<file path="src/rtl/fetch_unit.sv">
// Instruction fetch stage: drives a one-cycle-latency IMEM and presents each returned
// word with its PC. Handles decode stall and control-flow redirects.
module fetch_unit #(
    parameter int               ISIZE    = 16,
    parameter int               DSIZE    = 32,
    parameter logic [ISIZE-1:0] RESET_PC = '0
) (
    input  logic             clk,
    input  logic             rst,
    output logic [ISIZE-1:0] imem_addr,
    output logic             imem_read,
    input  logic [DSIZE-1:0] imem_data,
    input  logic             stall,
    input  logic             redirect_valid,
    input  logic [ISIZE-1:0] redirect_pc,
    output logic             if_valid,
    output logic [DSIZE-1:0] if_instr,
    output logic [ISIZE-1:0] if_pc,
    output logic [15:0]      fetch_count
);

    typedef enum logic {
        IDLE   = 1'b0,
        ACTIVE = 1'b1
    } state_t;

    state_t           state_q, state_d;
    logic [ISIZE-1:0] pc_q, pc_d;
    logic [ISIZE-1:0] req_pc_q, req_pc_d;
    logic [15:0]      count_q, count_d;
    logic             accept;

    // A redirect kills whatever is being presented this cycle.
    assign if_valid    = (state_q == ACTIVE) && !redirect_valid;
    assign if_instr    = imem_data;
    assign if_pc       = req_pc_q;
    assign fetch_count = count_q;
    assign accept      = if_valid && !stall;

    always_comb begin
        state_d   = state_q;
        pc_d      = pc_q;
        req_pc_d  = req_pc_q;
        count_d   = count_q;
        imem_addr = pc_q;
        imem_read = 1'b0;

        if (rst) begin
            imem_addr = RESET_PC;
        end else if (redirect_valid) begin
            imem_addr = redirect_pc;
            imem_read = 1'b1;
            pc_d      = redirect_pc + ISIZE'(1);
            req_pc_d  = redirect_pc;
            state_d   = ACTIVE;
        end else if (!stall) begin
            imem_read = 1'b1;
            pc_d      = pc_q + ISIZE'(1);
            req_pc_d  = pc_q;
            state_d   = ACTIVE;
        end
        // On stall the IMEM keeps its registered address, so imem_data holds itself.

        if (accept && (count_q != 16'hFFFF)) begin
            count_d = count_q + 16'd1;
        end
    end

    always_ff @(posedge clk) begin
        if (rst) begin
            state_q  <= IDLE;
            pc_q     <= RESET_PC;
            req_pc_q <= RESET_PC;
            count_q  <= '0;
        end else begin
            state_q  <= state_d;
            pc_q     <= pc_d;
            req_pc_q <= req_pc_d;
            count_q  <= count_d;
        end
    end

endmodule

</file>
<file path="config.mk">
export PLATFORM = sky130hd
export DESIGN_NAME = fetch_unit
export DESIGN_NICKNAME = d
export VERILOG_FILES = /design/src/rtl/fetch_unit.sv
export SDC_FILE = /design/constraint.sdc
export NUM_CORES = 1
export LEC_CHECK = 0
export CAP_MARGIN = 20
export CORE_UTILIZATION = 43
export CTS_CLUSTER_DIAMETER = 50
export DETAILED_ROUTE_END_ITERATION = 16
export PLACE_DENSITY = 0.81
export SLEW_MARGIN = 20
export SYNTH_ARGS = -nofsm -noshare
export SYNTH_HDL_FRONTEND = slang
export SYNTH_SLANG_ARGS = --single-unit
</file>
<file path="constraint.sdc">
create_clock -name clk -period 3.5 [get_ports clk]
set_clock_uncertainty 0.05 [all_clocks]
set_input_delay 0.7 -clock clk [delete_from_list [all_inputs] [get_ports clk]]
set_output_delay 0.7 -clock clk [all_outputs]
set_load 0.1 [all_outputs]
</file>
==> results_tabular.tex <==
\begin{tabular}{lr}
\hline
Metric & Value \\
\hline
\multicolumn{2}{l}{\textbf{Logic synthesis}} \\
\quad Post-synthesis instance area & 3100 um2 \\
\quad Dominant synthesized flop cell & sky130\_fd\_sc\_hd\_\_dfxtp\_1 \\
\quad EDFF count, synth & 0 \\
\quad Proportion of synthesized flip-flops having asynchronous set or reset & 0\% \\
\quad Largest cells by area after synthesis & sky130\_fd\_sc\_hd\_\_dfxtp\_1 (32\%), sky130\_fd\_sc\_hd\_\_buf\_4 (8.2\%), sky130\_fd\_sc\_hd\_\_nor2\_1 (7.3\%) \\
\quad Library cell occupying the most area in the post-synthesis netlist & sky130\_fd\_sc\_hd\_\_dfxtp\_1 \\
\quad Share of the synthesized area in the top cell type & 31.6\% \\
\quad Total number of yosys warnings & 0 \\
\quad Cells after synthesis & 385 \\
\quad Number of different library cells in the post-synthesis netlist & 52 \\
\quad Mean area per synthesized cell & 8.06 um2 \\
\quad Part of the Yosys area used for sequential elements & 31.6\% \\
\quad \#FFs+latches synth & 49 \\
\quad Syn\_nets & 439 \\
\multicolumn{2}{l}{\textbf{STA}} \\
\quad Max Clk Rate & 356 MHz \\
\quad Worst-margin pin slew & 0.972 ns \\
\quad Setup repair after global routing missed its margin & no \\
\quad Final slew viol count & 0 \\
\quad Minimum clock period after layout & 2.81 ns \\
\quad Hold Violations, Final & 0 \\
\quad Final Setup Violations & 0 \\
\quad Final TNS setup & 0 ns \\
\quad Final Cycle Share & 80.2\% \\
\quad Normalized max-slew margin & 35.0\% \\
\multicolumn{2}{l}{\textbf{Clocking}} \\
\quad CTS tree & yes \\
\quad Resized cells post-CTS & 0 \\
\quad Number of buffers on the longest clock path & 2 \\
\quad Cts-stage hold buffer count & 0 \\
\quad Post CTS Setup Buffer Count & 0 \\
\quad Post-CTS clock slew at the launch and capture registers of the worst setup and hold paths & 0.09 ns \\
\quad Root Buffer & sky130\_fd\_sc\_hd\_\_clkbuf\_8 \\
\quad H-Tree Depth & 2 \\
\quad Skew-Pair Late Insertion Delay & 0.30 ns \\
\quad TritonCTS sink count & 49 \\
\quad Num CTS Buffers & 5 \\
\multicolumn{2}{l}{\textbf{Place}} \\
\quad Final HPWL from detailed placement & 5370 um \\
\quad Post-Place Cells & 504 \\
\quad Last weighted congestion value of the routability-driven placer & 0.831 \\
\quad Quantity of I/O buffers inserted on ports & 69 \\
\multicolumn{2}{l}{\textbf{Power}} \\
\quad Leakage dissipation & 1.48 nW \\
\quad Power density over the cells & 395 nW/um2 \\
\quad IR Drop Worst-Case VDD & 0.148 mV \\
\multicolumn{2}{l}{\textbf{Global route}} \\
\quad Total overflow reported by the global router & 0 \\
\quad Global-route wire length before repair & 12200 um \\
\quad M2 GR Usage & 32.6\% \\
\quad Initial antenna violation count & 0 \\
\quad Via count of the first global-routing pass & 2644 \\
\quad Met1 Use GR & 25.9\% \\
\quad Overall global routing resource usage & 20.0\% \\
\quad M3 GR Usage & 3.51\% \\
\quad Largest net degree at the start of global routing & 63 \\
\quad Most Crowded Layer GR & met2 \\
\multicolumn{2}{l}{\textbf{Detailed routing}} \\
\quad Vias after detailed routing & 2777 \\
\quad Antenna-violating nets left & 0 \\
\quad Number of design rule violations left after detail routing & 0 \\
\quad Starting DRC count in detailed routing & 217 \\
\quad WL final & 7340 um \\
\quad Via-per-instance ratio & 5.42 \\
\quad Iteration count of the initial detailed-routing pass & 4 \\
\quad Routed len/inst & 14.3 um \\
\multicolumn{2}{l}{\textbf{Floorplan}} \\
\quad Initial Util & 45.2\% \\
\quad Core footprint & 6870 um2 \\
\quad Die W & 87.0 um \\
\quad Floorplan die height & 87.0 um \\
\quad Number of rows in the core area & 30 \\
\quad IO Pins & 134 \\
\quad Die area & 7560 um2 \\
\multicolumn{2}{l}{\textbf{Worst setup path}} \\
\quad Data arrival, critical path & 2.06 ns \\
\quad CP endpoint kind & output pin \\
\quad Req. time, crit path & 2.75 ns \\
\quad Worst setup path class & input pin to output pin \\
\quad Highest net fanout along the worst path & 32 \\
\quad CP startpoint kind & input pin \\
\multicolumn{2}{l}{\textbf{Finish}} \\
\quad Fill cell count & 628 \\
\quad P\&R area growth vs syn & 19.2\% \\
\quad Antenna fix cells & 0 \\
\quad Fraction of layout instances using a drive strength above 1 & 16.6\% \\
\quad Non-filler cells, final & 512 \\
\quad Nets@finish & 469 \\
\multicolumn{2}{l}{\textbf{Hold path}} \\
\quad Class of the most critical hold timing path & flop to flop \\
\multicolumn{2}{l}{\textbf{Status}} \\
\quad Status & finished, final reports clean \\
\multicolumn{2}{l}{\textbf{Run}} \\
\quad Total of max-cap violations & 0 \\
\hline
\end{tabular}
-- per-layer routing --
metal,vias up,routed length [um]
li1,1393,-
met1,1278,3330
met2,92,3500
met3,14,404
met4,0,116
met5,-,0
-- through the flow --
stage	cell area [um2]	power (mW)	hold WS, ns	worst slack [ns]	util (%)
2_1_floorplan	3130	1.12	0.375	0.0440	-
3_3_place_gp	3580	1.05	0.389	0.590	52.1
3_5_place_dp	3580	1.05	0.410	0.498	52.1
4_1_cts	3700	1.48	0.423	0.704	53.8
5_1_grt	3700	1.53	0.454	0.634	53.8
6_report	3700	1.46	0.426	0.693	53.8
-- cells by family (layout without fill, tap and decap cells) --
group	after synthesis	in the layout	share of synthesized area [%]
and+or+nand+nor	152	152	24.6
AOI/OAI and AO/OA	73	73	15.8
buffers and inverters	59	90	11.9
DFF	49	49	31.6
xor gates and xnor gates	25	25	7.06
muxes	25	25	8.19
adders and majority gates	2	2	0.806
-- cell usage after synthesis (2+ instances only) --
cell type and instances:
sky130_fd_sc_hd__nor3_1 2, sky130_fd_sc_hd__nand4_1 8, sky130_fd_sc_hd__nand3b_1 5, sky130_fd_sc_hd__a21oi_1 26, sky130_fd_sc_hd__and4_1 4, sky130_fd_sc_hd__nor2b_1 3
sky130_fd_sc_hd__xnor2_1 16, sky130_fd_sc_hd__nand4b_1 2, sky130_fd_sc_hd__a21o_1 2, sky130_fd_sc_hd__buf_2 5, sky130_fd_sc_hd__buf_6 2, sky130_fd_sc_hd__mux2i_1 22
sky130_fd_sc_hd__nand3_1 25, sky130_fd_sc_hd__buf_1 2, sky130_fd_sc_hd__a211oi_1 16, sky130_fd_sc_hd__xor2_1 9, sky130_fd_sc_hd__o21ai_0 4, sky130_fd_sc_hd__mux2_2 2
sky130_fd_sc_hd__ha_1 2, sky130_fd_sc_hd__nor2_1 60, sky130_fd_sc_hd__nand2_1 27, sky130_fd_sc_hd__a22oi_1 2, sky130_fd_sc_hd__dfxtp_1 49, sky130_fd_sc_hd__inv_1 5
sky130_fd_sc_hd__and3_1 7, sky130_fd_sc_hd__o211ai_1 4, sky130_fd_sc_hd__o21ai_1 6, sky130_fd_sc_hd__buf_4 34, sky130_fd_sc_hd__clkbuf_1 10, sky130_fd_sc_hd__a222oi_1 2
-- worst paths after layout --
kind / from / end / slack (ns) / cells after the start
worst max-delay path: redirect_valid / imem_addr[10] / 0.69 / 5
worst min-delay path: pc_q[15]$_SDFFE_PP0N_ / pc_q[15]$_SDFFE_PP0N_ / 0.43 / 2
worst max register to register: pc_q[1]$_SDFFE_PP0N_ / pc_q[14]$_SDFFE_PP0N_ / 1.31 / 7
worst min register to register: pc_q[15]$_SDFFE_PP0N_ / pc_q[15]$_SDFFE_PP0N_ / 0.43 / 2
-- cell usage in the layout, fill, tap and decap left out, types with 4 or more instances in the layout --
master                             n
sky130_fd_sc_hd__o21ai_0           4
sky130_fd_sc_hd__a21oi_1          24
sky130_fd_sc_hd__mux2i_1          22
sky130_fd_sc_hd__nand3b_1          5
sky130_fd_sc_hd__buf_4            38
sky130_fd_sc_hd__inv_1             5
sky130_fd_sc_hd__and3_1            7
sky130_fd_sc_hd__xnor2_1          16
sky130_fd_sc_hd__clkdlybuf4s50_1  34
sky130_fd_sc_hd__nand3_1          25
sky130_fd_sc_hd__xor2_1            9
sky130_fd_sc_hd__dfxtp_1          49
sky130_fd_sc_hd__nand4_1           8
sky130_fd_sc_hd__and4_1            4
sky130_fd_sc_hd__nor2_2            7
sky130_fd_sc_hd__nor2_1           53
sky130_fd_sc_hd__clkbuf_8          6
sky130_fd_sc_hd__a211oi_1         16
sky130_fd_sc_hd__o211ai_1          4
sky130_fd_sc_hd__nand2_1          27
sky130_fd_sc_hd__o21ai_1           6
-- registers in the layout, summed over array words and instances, names as in the netlist --
| signal | flops |
|---|---|
| fetch_count | 16 |
| if_pc | 16 |
| pc_q | 16 |
| state_q | 1 |
-- power breakdown --
part / internal [mW] / switching, mW / total [mW]
clock network: 0.232 / 0.189 / 0.421
registers: 0.586 / 0.0278 / 0.614
logic: 0.117 / 0.309 / 0.426
-- critical path, cell delays in order --
cell	delay, ns
sky130_fd_sc_hd__buf_2	0.15
sky130_fd_sc_hd__buf_4	0.35
sky130_fd_sc_hd__mux2i_1	0.51
sky130_fd_sc_hd__nor2_1	0.08
sky130_fd_sc_hd__buf_4	0.25
-- final cells by class --
type	count	area, um2	share of cell area (%)
Inverter	6	22.5	0.609
Tap cell	96	120	3.25
Sequential cell	49	981	26.5
Multi-Input combinational cell	277	1780	48.1
Clock inverter	2	37.5	1.01
Clock buffer	6	82.6	2.23
Timing Repair Buffer	76	676	18.3
Power figures use the tool's default switching activity.
